<file path="src/rtl/rv_enc_pkg.sv">
// Shared RV32I encoder definitions: opcodes, the canonical NOP, the
// instruction-format classification and the encoder FSM states.
package rv_enc_pkg;

    localparam logic [6:0] OP_IMM    = 7'b0010011;
    localparam logic [6:0] OP_LOAD   = 7'b0000011;
    localparam logic [6:0] OP_JALR   = 7'b1100111;
    localparam logic [6:0] OP_STORE  = 7'b0100011;
    localparam logic [6:0] OP_BRANCH = 7'b1100011;
    localparam logic [6:0] OP_JAL    = 7'b1101111;
    localparam logic [6:0] OP_LUI    = 7'b0110111;
    localparam logic [6:0] OP_AUIPC  = 7'b0010111;
    localparam logic [6:0] OP_REG    = 7'b0110011;

    localparam logic [31:0] NOP_INSTR = 32'h00000013;

    typedef enum logic [0:0] {
        IDLE,
        PEND_ADDI
    } enc_state_t;

    typedef enum logic [2:0] {
        FMT_I,
        FMT_S,
        FMT_B,
        FMT_J,
        FMT_U,
        FMT_R,
        FMT_BAD
    } fmt_t;

    function automatic fmt_t opcode_fmt(input logic [6:0] op);
        case (op)
            OP_IMM, OP_LOAD, OP_JALR: return FMT_I;
            OP_STORE:                 return FMT_S;
            OP_BRANCH:                return FMT_B;
            OP_JAL:                   return FMT_J;
            OP_LUI, OP_AUIPC:         return FMT_U;
            OP_REG:                   return FMT_R;
            default:                  return FMT_BAD;
        endcase
    endfunction

endpackage

</file>
<file path="src/rtl/imm_encoder_if.sv">
// Request/response bundle between an instruction producer and the encoder.
// The master side issues requests and consumes encoded words.
interface imm_encoder_if #(
    parameter int DATA_WIDTH = 32
);
    logic                  in_valid;
    logic                  in_ready;
    logic                  in_li;
    logic [6:0]            in_opcode;
    logic [4:0]            in_rd;
    logic [4:0]            in_rs1;
    logic [4:0]            in_rs2;
    logic [2:0]            in_funct3;
    logic [6:0]            in_funct7;
    logic [DATA_WIDTH-1:0] in_imm;
    logic                  out_valid;
    logic                  out_ready;
    logic [DATA_WIDTH-1:0] out_instr;
    logic                  out_err;

    modport master (
        output in_valid, in_li, in_opcode, in_rd, in_rs1, in_rs2,
               in_funct3, in_funct7, in_imm, out_ready,
        input  in_ready, out_valid, out_instr, out_err
    );

    modport slave (
        input  in_valid, in_li, in_opcode, in_rd, in_rs1, in_rs2,
               in_funct3, in_funct7, in_imm, out_ready,
        output in_ready, out_valid, out_instr, out_err
    );
endinterface

</file>
<file path="src/rtl/imm_field_packer.sv">
// Scatters a 32-bit immediate into its instruction-word bit positions for the
// opcode's format and reports whether the value is representable.
module imm_field_packer
    import rv_enc_pkg::*;
(
    input  logic [6:0]  opcode,
    input  logic [31:0] imm,
    output logic [31:0] imm_bits,
    output logic        fits
);
    logic sext12;
    logic sext13;
    logic sext21;

    // A value fits N signed bits when everything above bit N-1 copies the sign.
    assign sext12 = (&imm[31:11]) | ~(|imm[31:11]);
    assign sext13 = (&imm[31:12]) | ~(|imm[31:12]);
    assign sext21 = (&imm[31:20]) | ~(|imm[31:20]);

    always_comb begin
        imm_bits = '0;
        fits     = 1'b0;
        case (opcode_fmt(opcode))
            FMT_I: begin
                imm_bits = {imm[11:0], 20'd0};
                fits     = sext12;
            end
            FMT_S: begin
                imm_bits = {imm[11:5], 13'd0, imm[4:0], 7'd0};
                fits     = sext12;
            end
            FMT_B: begin
                imm_bits = {imm[12], imm[10:5], 13'd0, imm[4:1], imm[11], 7'd0};
                fits     = sext13 & ~imm[0];
            end
            FMT_J: begin
                imm_bits = {imm[20], imm[10:1], imm[11], imm[19:12], 12'd0};
                fits     = sext21 & ~imm[0];
            end
            FMT_U: begin
                imm_bits = {imm[31:12], 12'd0};
                fits     = (imm[11:0] == 12'd0);
            end
            FMT_R: begin
                fits = 1'b1;
            end
            default: begin
                fits = 1'b0;
            end
        endcase
    end
endmodule

</file>
<file path="src/rtl/imm_encoder.sv">
// Streaming RV32I encoder: packs fields plus immediate into one instruction
// word per request, expanding LI into LUI/ADDI when one word is not enough.
module imm_encoder
    import rv_enc_pkg::*;
#(
    parameter int DATA_WIDTH = 32
) (
    input  logic         clk,
    input  logic         reset,
    imm_encoder_if.slave bus,
    output logic [15:0]  enc_count
);
    enc_state_t            state_reg;
    logic                  out_valid_reg;
    logic                  out_err_reg;
    logic [DATA_WIDTH-1:0] out_instr_reg;
    logic [15:0]           enc_count_reg;
    logic [4:0]            pend_rd_reg;
    logic [11:0]           pend_lo_reg;

    logic [31:0] imm_bits;
    logic        fits;
    logic [31:0] field_bits;
    logic [31:0] enc_word;
    logic [31:0] li_word;
    logic [31:0] word_next;
    logic        err_next;
    logic        li_fits12;
    logic        li_two;
    logic [19:0] li_hi;
    logic        in_accept;
    logic        out_hs;

    imm_field_packer u_packer (
        .opcode   (bus.in_opcode),
        .imm      (bus.in_imm),
        .imm_bits (imm_bits),
        .fits     (fits)
    );

    always_comb begin
        field_bits = '0;
        case (opcode_fmt(bus.in_opcode))
            FMT_I:        field_bits = {12'd0, bus.in_rs1, bus.in_funct3, bus.in_rd, bus.in_opcode};
            FMT_S, FMT_B: field_bits = {7'd0, bus.in_rs2, bus.in_rs1, bus.in_funct3, 5'd0, bus.in_opcode};
            FMT_J, FMT_U: field_bits = {20'd0, bus.in_rd, bus.in_opcode};
            FMT_R:        field_bits = {bus.in_funct7, bus.in_rs2, bus.in_rs1, bus.in_funct3,
                                        bus.in_rd, bus.in_opcode};
            default:      field_bits = '0;
        endcase
    end

    assign enc_word = fits ? (field_bits | imm_bits) : NOP_INSTR;

    // Rounding the upper part by imm[11] lets the trailing ADDI add a signed lo.
    assign li_fits12 = (&bus.in_imm[31:11]) | ~(|bus.in_imm[31:11]);
    assign li_hi     = bus.in_imm[31:12] + {19'd0, bus.in_imm[11]};
    assign li_two    = !li_fits12 && (bus.in_imm[11:0] != 12'd0);
    assign li_word   = li_fits12 ? {bus.in_imm[11:0], 5'd0, 3'b000, bus.in_rd, OP_IMM}
                                 : {li_hi, bus.in_rd, OP_LUI};

    assign word_next = bus.in_li ? li_word : enc_word;
    assign err_next  = bus.in_li ? 1'b0 : !fits;

    assign bus.in_ready  = (state_reg == IDLE) && (!out_valid_reg || bus.out_ready);
    assign in_accept     = bus.in_valid && bus.in_ready;
    assign out_hs        = out_valid_reg && bus.out_ready;
    assign bus.out_valid = out_valid_reg;
    assign bus.out_instr = out_instr_reg;
    assign bus.out_err   = out_err_reg;
    assign enc_count     = enc_count_reg;

    always_ff @(posedge clk or posedge reset) begin
        if (reset) begin
            state_reg     <= IDLE;
            out_valid_reg <= 1'b0;
            out_instr_reg <= '0;
            out_err_reg   <= 1'b0;
            enc_count_reg <= 16'd0;
            pend_rd_reg   <= 5'd0;
            pend_lo_reg   <= 12'd0;
        end else begin
            if (out_hs) begin
                enc_count_reg <= enc_count_reg + 16'd1;
            end
            case (state_reg)
                IDLE: begin
                    if (in_accept) begin
                        out_valid_reg <= 1'b1;
                        out_instr_reg <= word_next;
                        out_err_reg   <= err_next;
                        if (bus.in_li && li_two) begin
                            state_reg   <= PEND_ADDI;
                            pend_rd_reg <= bus.in_rd;
                            pend_lo_reg <= bus.in_imm[11:0];
                        end
                    end else if (out_hs) begin
                        out_valid_reg <= 1'b0;
                    end
                end
                PEND_ADDI: begin
                    // LUI word is leaving; its ADDI follower replaces it on the same edge.
                    if (out_hs) begin
                        out_instr_reg <= {pend_lo_reg, pend_rd_reg, 3'b000, pend_rd_reg, OP_IMM};
                        out_err_reg   <= 1'b0;
                        state_reg     <= IDLE;
                    end
                end
            endcase
        end
    end
endmodule

</file>
<file path="src/flat_wrapper.sv">
// flat-port wrapper written by rule: the top's interface ports become plain ports
module imm_encoder_flat import rv_enc_pkg::*;
#(
    parameter int DATA_WIDTH = 32
)
  (clk, reset, enc_count, bus_in_valid, bus_in_li, bus_in_opcode, bus_in_rd, bus_in_rs1, bus_in_rs2, bus_in_funct3, bus_in_funct7, bus_in_imm, bus_out_ready, bus_in_ready, bus_out_valid, bus_out_instr, bus_out_err);
  imm_encoder_if #(.DATA_WIDTH(DATA_WIDTH)) bus_i ();
  input  logic clk;
  input  logic reset;
  output logic [15:0] enc_count;
  input wire logic [$bits(bus_i.in_valid)-1:0] bus_in_valid;
  input wire logic [$bits(bus_i.in_li)-1:0] bus_in_li;
  input wire logic [$bits(bus_i.in_opcode)-1:0] bus_in_opcode;
  input wire logic [$bits(bus_i.in_rd)-1:0] bus_in_rd;
  input wire logic [$bits(bus_i.in_rs1)-1:0] bus_in_rs1;
  input wire logic [$bits(bus_i.in_rs2)-1:0] bus_in_rs2;
  input wire logic [$bits(bus_i.in_funct3)-1:0] bus_in_funct3;
  input wire logic [$bits(bus_i.in_funct7)-1:0] bus_in_funct7;
  input wire logic [$bits(bus_i.in_imm)-1:0] bus_in_imm;
  input wire logic [$bits(bus_i.out_ready)-1:0] bus_out_ready;
  output wire logic [$bits(bus_i.in_ready)-1:0] bus_in_ready;
  output wire logic [$bits(bus_i.out_valid)-1:0] bus_out_valid;
  output wire logic [$bits(bus_i.out_instr)-1:0] bus_out_instr;
  output wire logic [$bits(bus_i.out_err)-1:0] bus_out_err;
  assign bus_i.in_valid = bus_in_valid;
  assign bus_i.in_li = bus_in_li;
  assign bus_i.in_opcode = bus_in_opcode;
  assign bus_i.in_rd = bus_in_rd;
  assign bus_i.in_rs1 = bus_in_rs1;
  assign bus_i.in_rs2 = bus_in_rs2;
  assign bus_i.in_funct3 = bus_in_funct3;
  assign bus_i.in_funct7 = bus_in_funct7;
  assign bus_i.in_imm = bus_in_imm;
  assign bus_i.out_ready = bus_out_ready;
  assign bus_in_ready = bus_i.in_ready;
  assign bus_out_valid = bus_i.out_valid;
  assign bus_out_instr = bus_i.out_instr;
  assign bus_out_err = bus_i.out_err;
  imm_encoder #(.DATA_WIDTH(DATA_WIDTH)) u_core (.clk(clk), .reset(reset), .bus(bus_i), .enc_count(enc_count));
endmodule
</file>
<file path="config.mk">
export PLATFORM = sky130hd
export DESIGN_NAME = imm_encoder_flat
export DESIGN_NICKNAME = d
export VERILOG_FILES = /design/src/rtl/rv_enc_pkg.sv /design/src/rtl/imm_encoder_if.sv /design/src/rtl/imm_field_packer.sv /design/src/rtl/imm_encoder.sv /design/src/flat_wrapper.sv
export SDC_FILE = /design/constraint.sdc
export NUM_CORES = 1
export LEC_CHECK = 0
export ABC_AREA = 1
export CORE_ASPECT_RATIO = 0.5
export CORE_MARGIN = 5
export CORE_UTILIZATION = 45
export CTS_CLUSTER_DIAMETER = 40
export DETAILED_ROUTE_END_ITERATION = 8
export PLACE_DENSITY = 0.72
export SETUP_SLACK_MARGIN = 0.15
export SYNTH_ARGS = -nofsm -noshare
export SYNTH_HDL_FRONTEND = slang
export SYNTH_HIERARCHICAL = 1
export SYNTH_SLANG_ARGS = --single-unit
</file>
<file path="constraint.sdc">
create_clock -name clk -period 4.3 [get_ports clk]
set_input_delay 0.43 -clock clk [delete_from_list [all_inputs] [get_ports clk]]
set_output_delay 0.43 -clock clk [all_outputs]
set_load 0.02 [all_outputs]
</file>
==> key figures <==
Synthesis
  – Share of the synthesized area in the top cell type: 31.3%
  – Part of the Yosys area used for sequential elements: ~31%
  – Dominant cell type by area after synthesis: sky130_fd_sc_hd__dfrtp_1
  – Post-synthesis register bit count: 68
  – Most used standard cells in the synthesized netlist: sky130_fd_sc_hd__nand2_1, sky130_fd_sc_hd__inv_1, sky130_fd_sc_hd__nor2_1, sky130_fd_sc_hd__dfrtp_1, sky130_fd_sc_hd__nand3_1
  – Area contributors post-synth: sky130_fd_sc_hd__dfrtp_1, sky130_fd_sc_hd__nand2_1, sky130_fd_sc_hd__inv_1
  – Most instantiated library cell after synthesis: sky130_fd_sc_hd__nand2_1
  – Synth warnings: 6
  – Number of instances in the synthesized netlist: 842
  – Netlist area before placement: 5440 µm²
  – Async SR Flop Fraction: 100%
  – Synth unique cells: 43
  – Per-instance average area after synthesis: 6.47 µm²
  – EDFF count, synth: 0
  – Dominant synthesized flop cell: sky130_fd_sc_hd__dfrtp_1

Finish
  – Number of standard cells in the layout, taps in and fillers out: 1124
  – Flip-flop count of the largest register after layout: 32
  – Antenna diode instance count: 0
  – Layout area overhead: 29.8%
  – Fillers: ~1.1k
  – Utilization of the core after routing: about three fifths
  – Final-stage net count: between 1k and 1.5k
  – Share of layout cells above drive strength 1: approximately 7.1%

Die
  – Die outline area: around 15000 µm²
  – Y dimension of the die: between 80 and 90 µm
  – Horizontal die dimension: ~170 µm
  – # rows: 28
  – Core area: 11800 µm²
  – Initial core utilization: a little under half
  – Number of primary I/O pins: 120

Setup path
  – Critical path data arrival time: roughly 3.2 ns
  – Data required time of the worst path: between 4 and 5 ns
  – Critical Path, Cell by Cell: clkdlybuf4s50_1, inv_2, nand3_2, inv_2, nand2_2, inv_1, nand3_1, nand3_1, nand2_1, inv_1, nor2_1, buf_4, inv_1, nor2_1, inv_1, nor2_1, nand2_1, o22ai_1, inv_1
  – Type of the worst setup path: in2reg
  – Critical-path top delay cell: sky130_fd_sc_hd__clkdlybuf4s50_1
  – Stage delay of the slowest cell on the critical path: between 0.6 and 0.7 ns
  – Top cell by count, worst path: sky130_fd_sc_hd__inv_1
  – Endpoint type of the worst setup path: flop
  – Largest fanout on the critical path: 13
  – Critical Path Start Type: input pin

Timing
  – Unrepaired setup endpoints after global routing: no
  – Worst slew pin tran: roughly 1.1 ns
  – Headroom to the max-slew limit: 28.5%
  – Fin crit share: a little over two thirds
  – Maximum operating frequency: between 0.3 and 0.4 GHz
  – Worst Hold Margin: ~0.47 ns
  – Max Clock Skew: around 0.007 ns
  – Summed negative setup slack over all endpoints: 0 ns
  – Final setup violating endpoints: 0
  – Crit path time final: ~3.0 ns
  – Max Transition Viols Final: 0
  – Endpoints failing hold: 0

Detailed routing
  – Starting DRT DRC Count: approximately 800
  – Vias per std cell: 5.42
  – Total via count after detailed routing: 6095
  – Wire per inst: between 15 and 20 µm
  – Number of remaining DRC errors: 0
  – Post-Route WL: between 20 and 25 mm
  – Detailed-router iteration count before antenna repair: 5
  – Post-detailed-route count of antenna-violating nets: 0

Hold path
  – Worst hold-check path type: reg2reg

Power and ir drop
  – Cell Pwr Density: around 480 nW/µm²
  – Final Total Pwr: around 3400 µW
  – Worst VDD drop: a little under 0.0003 V
  – Static Leakage: approximately 0.0034 µW

Placed design
  – Quantity of I/O buffers inserted on ports: roughly 120
  – Number of cells in the design after placement: ~1.1k
  – Routability congestion estimate from global placement: about 0.94
  – Final HPWL DP: between 15 and 20 mm

GRT
  – Overflow left after global routing: 0
  – Total routing resource utilization after global routing: roughly 28%
  – Vias in the first global route: 5576
  – Maximum number of pins on one net before global-route repair: between 50 and 60
  – First-pass GRT wire length: 30.9 mm
  – Antenna violations before repair: 0

Clock tree
  – Clock Root Buffer: sky130_fd_sc_hd__clkbuf_16
  – Number of buffers created by CTS: 9
  – Number of H-tree levels: 3
  – Post-cts repair resize count: 0
  – Count of buffers added by post-CTS timing repair for setup: 0
  – Reg clk slew, reported paths: approximately 0.060 ns
  – Clock tree buffer depth: 2
  – Number of hold buffers added after cts: 0
  – Number of sinks handled by clock tree synthesis: 68
  – Clock tree from TritonCTS: done
  – Worst-Skew Late Latency: 0.32 ns

Outcome
  – Outcome: finished, final reports clean

Flow run
  – Maxcap violations: 0
-- stage by stage --
step / instance area [µm²] / setup slack (ns)
floorplan: 5470 / 2.16
global placement: 6700 / 1.01
detailed placement: 6700 / 1.00
CTS: 7070 / 1.33
global route: 7070 / 0.883
finish: 7070 / 1.28
-- path summary, 6_finish.rpt --
| path | cells past startpoint | slack, ns | to | from |
|---|---|---|---|---|
| hold reg to reg | 1 | 0.47 | u_core/enc_count[15]$_DFFE_PP0P_ | u_core/enc_count[15]$_DFFE_PP0P_ |
| min in group asynchronous | 2 | 0.69 | u_core/enc_count[15]$_DFFE_PP0P_ | reset |
| setup reg to reg | 8 | 2.06 | u_core/bus.out_instr[26]$_DFFE_PP0P_ | u_core/bus.out_valid$_DFFE_PP0P_ |
| setup / recovery | 19 | 1.28 | u_core/bus.out_instr[0]$_DFFE_PP0P_ | bus_in_opcode[4] |
| hold / removal | 1 | 0.47 | u_core/enc_count[15]$_DFFE_PP0P_ | u_core/enc_count[15]$_DFFE_PP0P_ |
| max in group asynchronous | 3 | 2.76 | u_core/pend_lo_reg[7]$_DFFE_PP0P_ | reset |
-- where the power goes --
part / internal (µW) / switching [µW] / leakage, µW
combinational: 573 / 860 / 0.00237
sequential: 885 / 167 / 0.000836
clock: 624 / 273 / 0.000176
-- layout make-up --
| cell class | instances | area [µm²] | area share, % |
|---|---|---|---|
| Tap cell | 165 | 206 | 2.92 |
| Multi-Input combinational cell | 625 | 3080 | 43.6 |
| Sequential cell | 68 | 1700 | 24.1 |
| Clock inverter | 6 | 138 | 1.95 |
| Clock buffer | 9 | 225 | 3.19 |
| Timing Repair Buffer | 125 | 1240 | 17.5 |
| Inverter | 126 | 475 | 6.73 |
-- cells in the final DEF (no fill, tap or decap), types with 4 or more instances in the layout --
master and n:
sky130_fd_sc_hd__dfrtp_1 68, sky130_fd_sc_hd__nand2_2 11, sky130_fd_sc_hd__bufinv_16 4, sky130_fd_sc_hd__inv_2 7
sky130_fd_sc_hd__nand4_1 32, sky130_fd_sc_hd__ha_1 4, sky130_fd_sc_hd__nand2_1 212, sky130_fd_sc_hd__nor2_1 108
sky130_fd_sc_hd__buf_4 6, sky130_fd_sc_hd__conb_1 7, sky130_fd_sc_hd__a21oi_1 42, sky130_fd_sc_hd__clkdlybuf4s50_1 119
sky130_fd_sc_hd__nor2_4 4, sky130_fd_sc_hd__nand3_1 67, sky130_fd_sc_hd__nand3b_1 5, sky130_fd_sc_hd__xnor2_1 7
sky130_fd_sc_hd__o21ai_0 41, sky130_fd_sc_hd__inv_1 117, sky130_fd_sc_hd__nor3_1 21, sky130_fd_sc_hd__a31o_2 7
sky130_fd_sc_hd__clkbuf_16 9, sky130_fd_sc_hd__nor2_2 5, sky130_fd_sc_hd__xor2_1 16, sky130_fd_sc_hd__nand3_2 5
sky130_fd_sc_hd__o22ai_1 10
-- critical path, delay by kind of cell --
family                 cells  cell delay (ns)
AOI/OAI and AO/OA          1             0.12
buffers and inverters      9             1.46
and+or+nand+nor            9             1.21
-- logic make-up (layout without fill, tap and decap cells) --
family / count (synthesis) / count (layout) / synth area share, %
AND/OR/NAND/NOR: 474 / 474 / 39.0
buffers and inverters: 155 / 266 / 12.5
AO/OA/AOI/OAI: 117 / 117 / 12.5
flip-flops: 68 / 68 / 31.3
XOR/XNOR: 23 / 23 / 3.70
adder cells (fa/ha/maj): 4 / 4 / 0.919
other: 1 / 7 / 0.0689
-- routing by layer --
layer / up-vias / wire length, µm / global-route usage (%) / share of wire, %
li1: 2934 / - / - / -
met1: 2833 / 9130 / 41.3 / 45
met2: 312 / 8550 / 41.9 / 43
met3: 16 / 2180 / 6.35 / 11
met4: 0 / 218 / 5.46 / 1.1
met5: - / 0 / 0 / 0
Note: power is estimated with default switching activity, not from simulation.
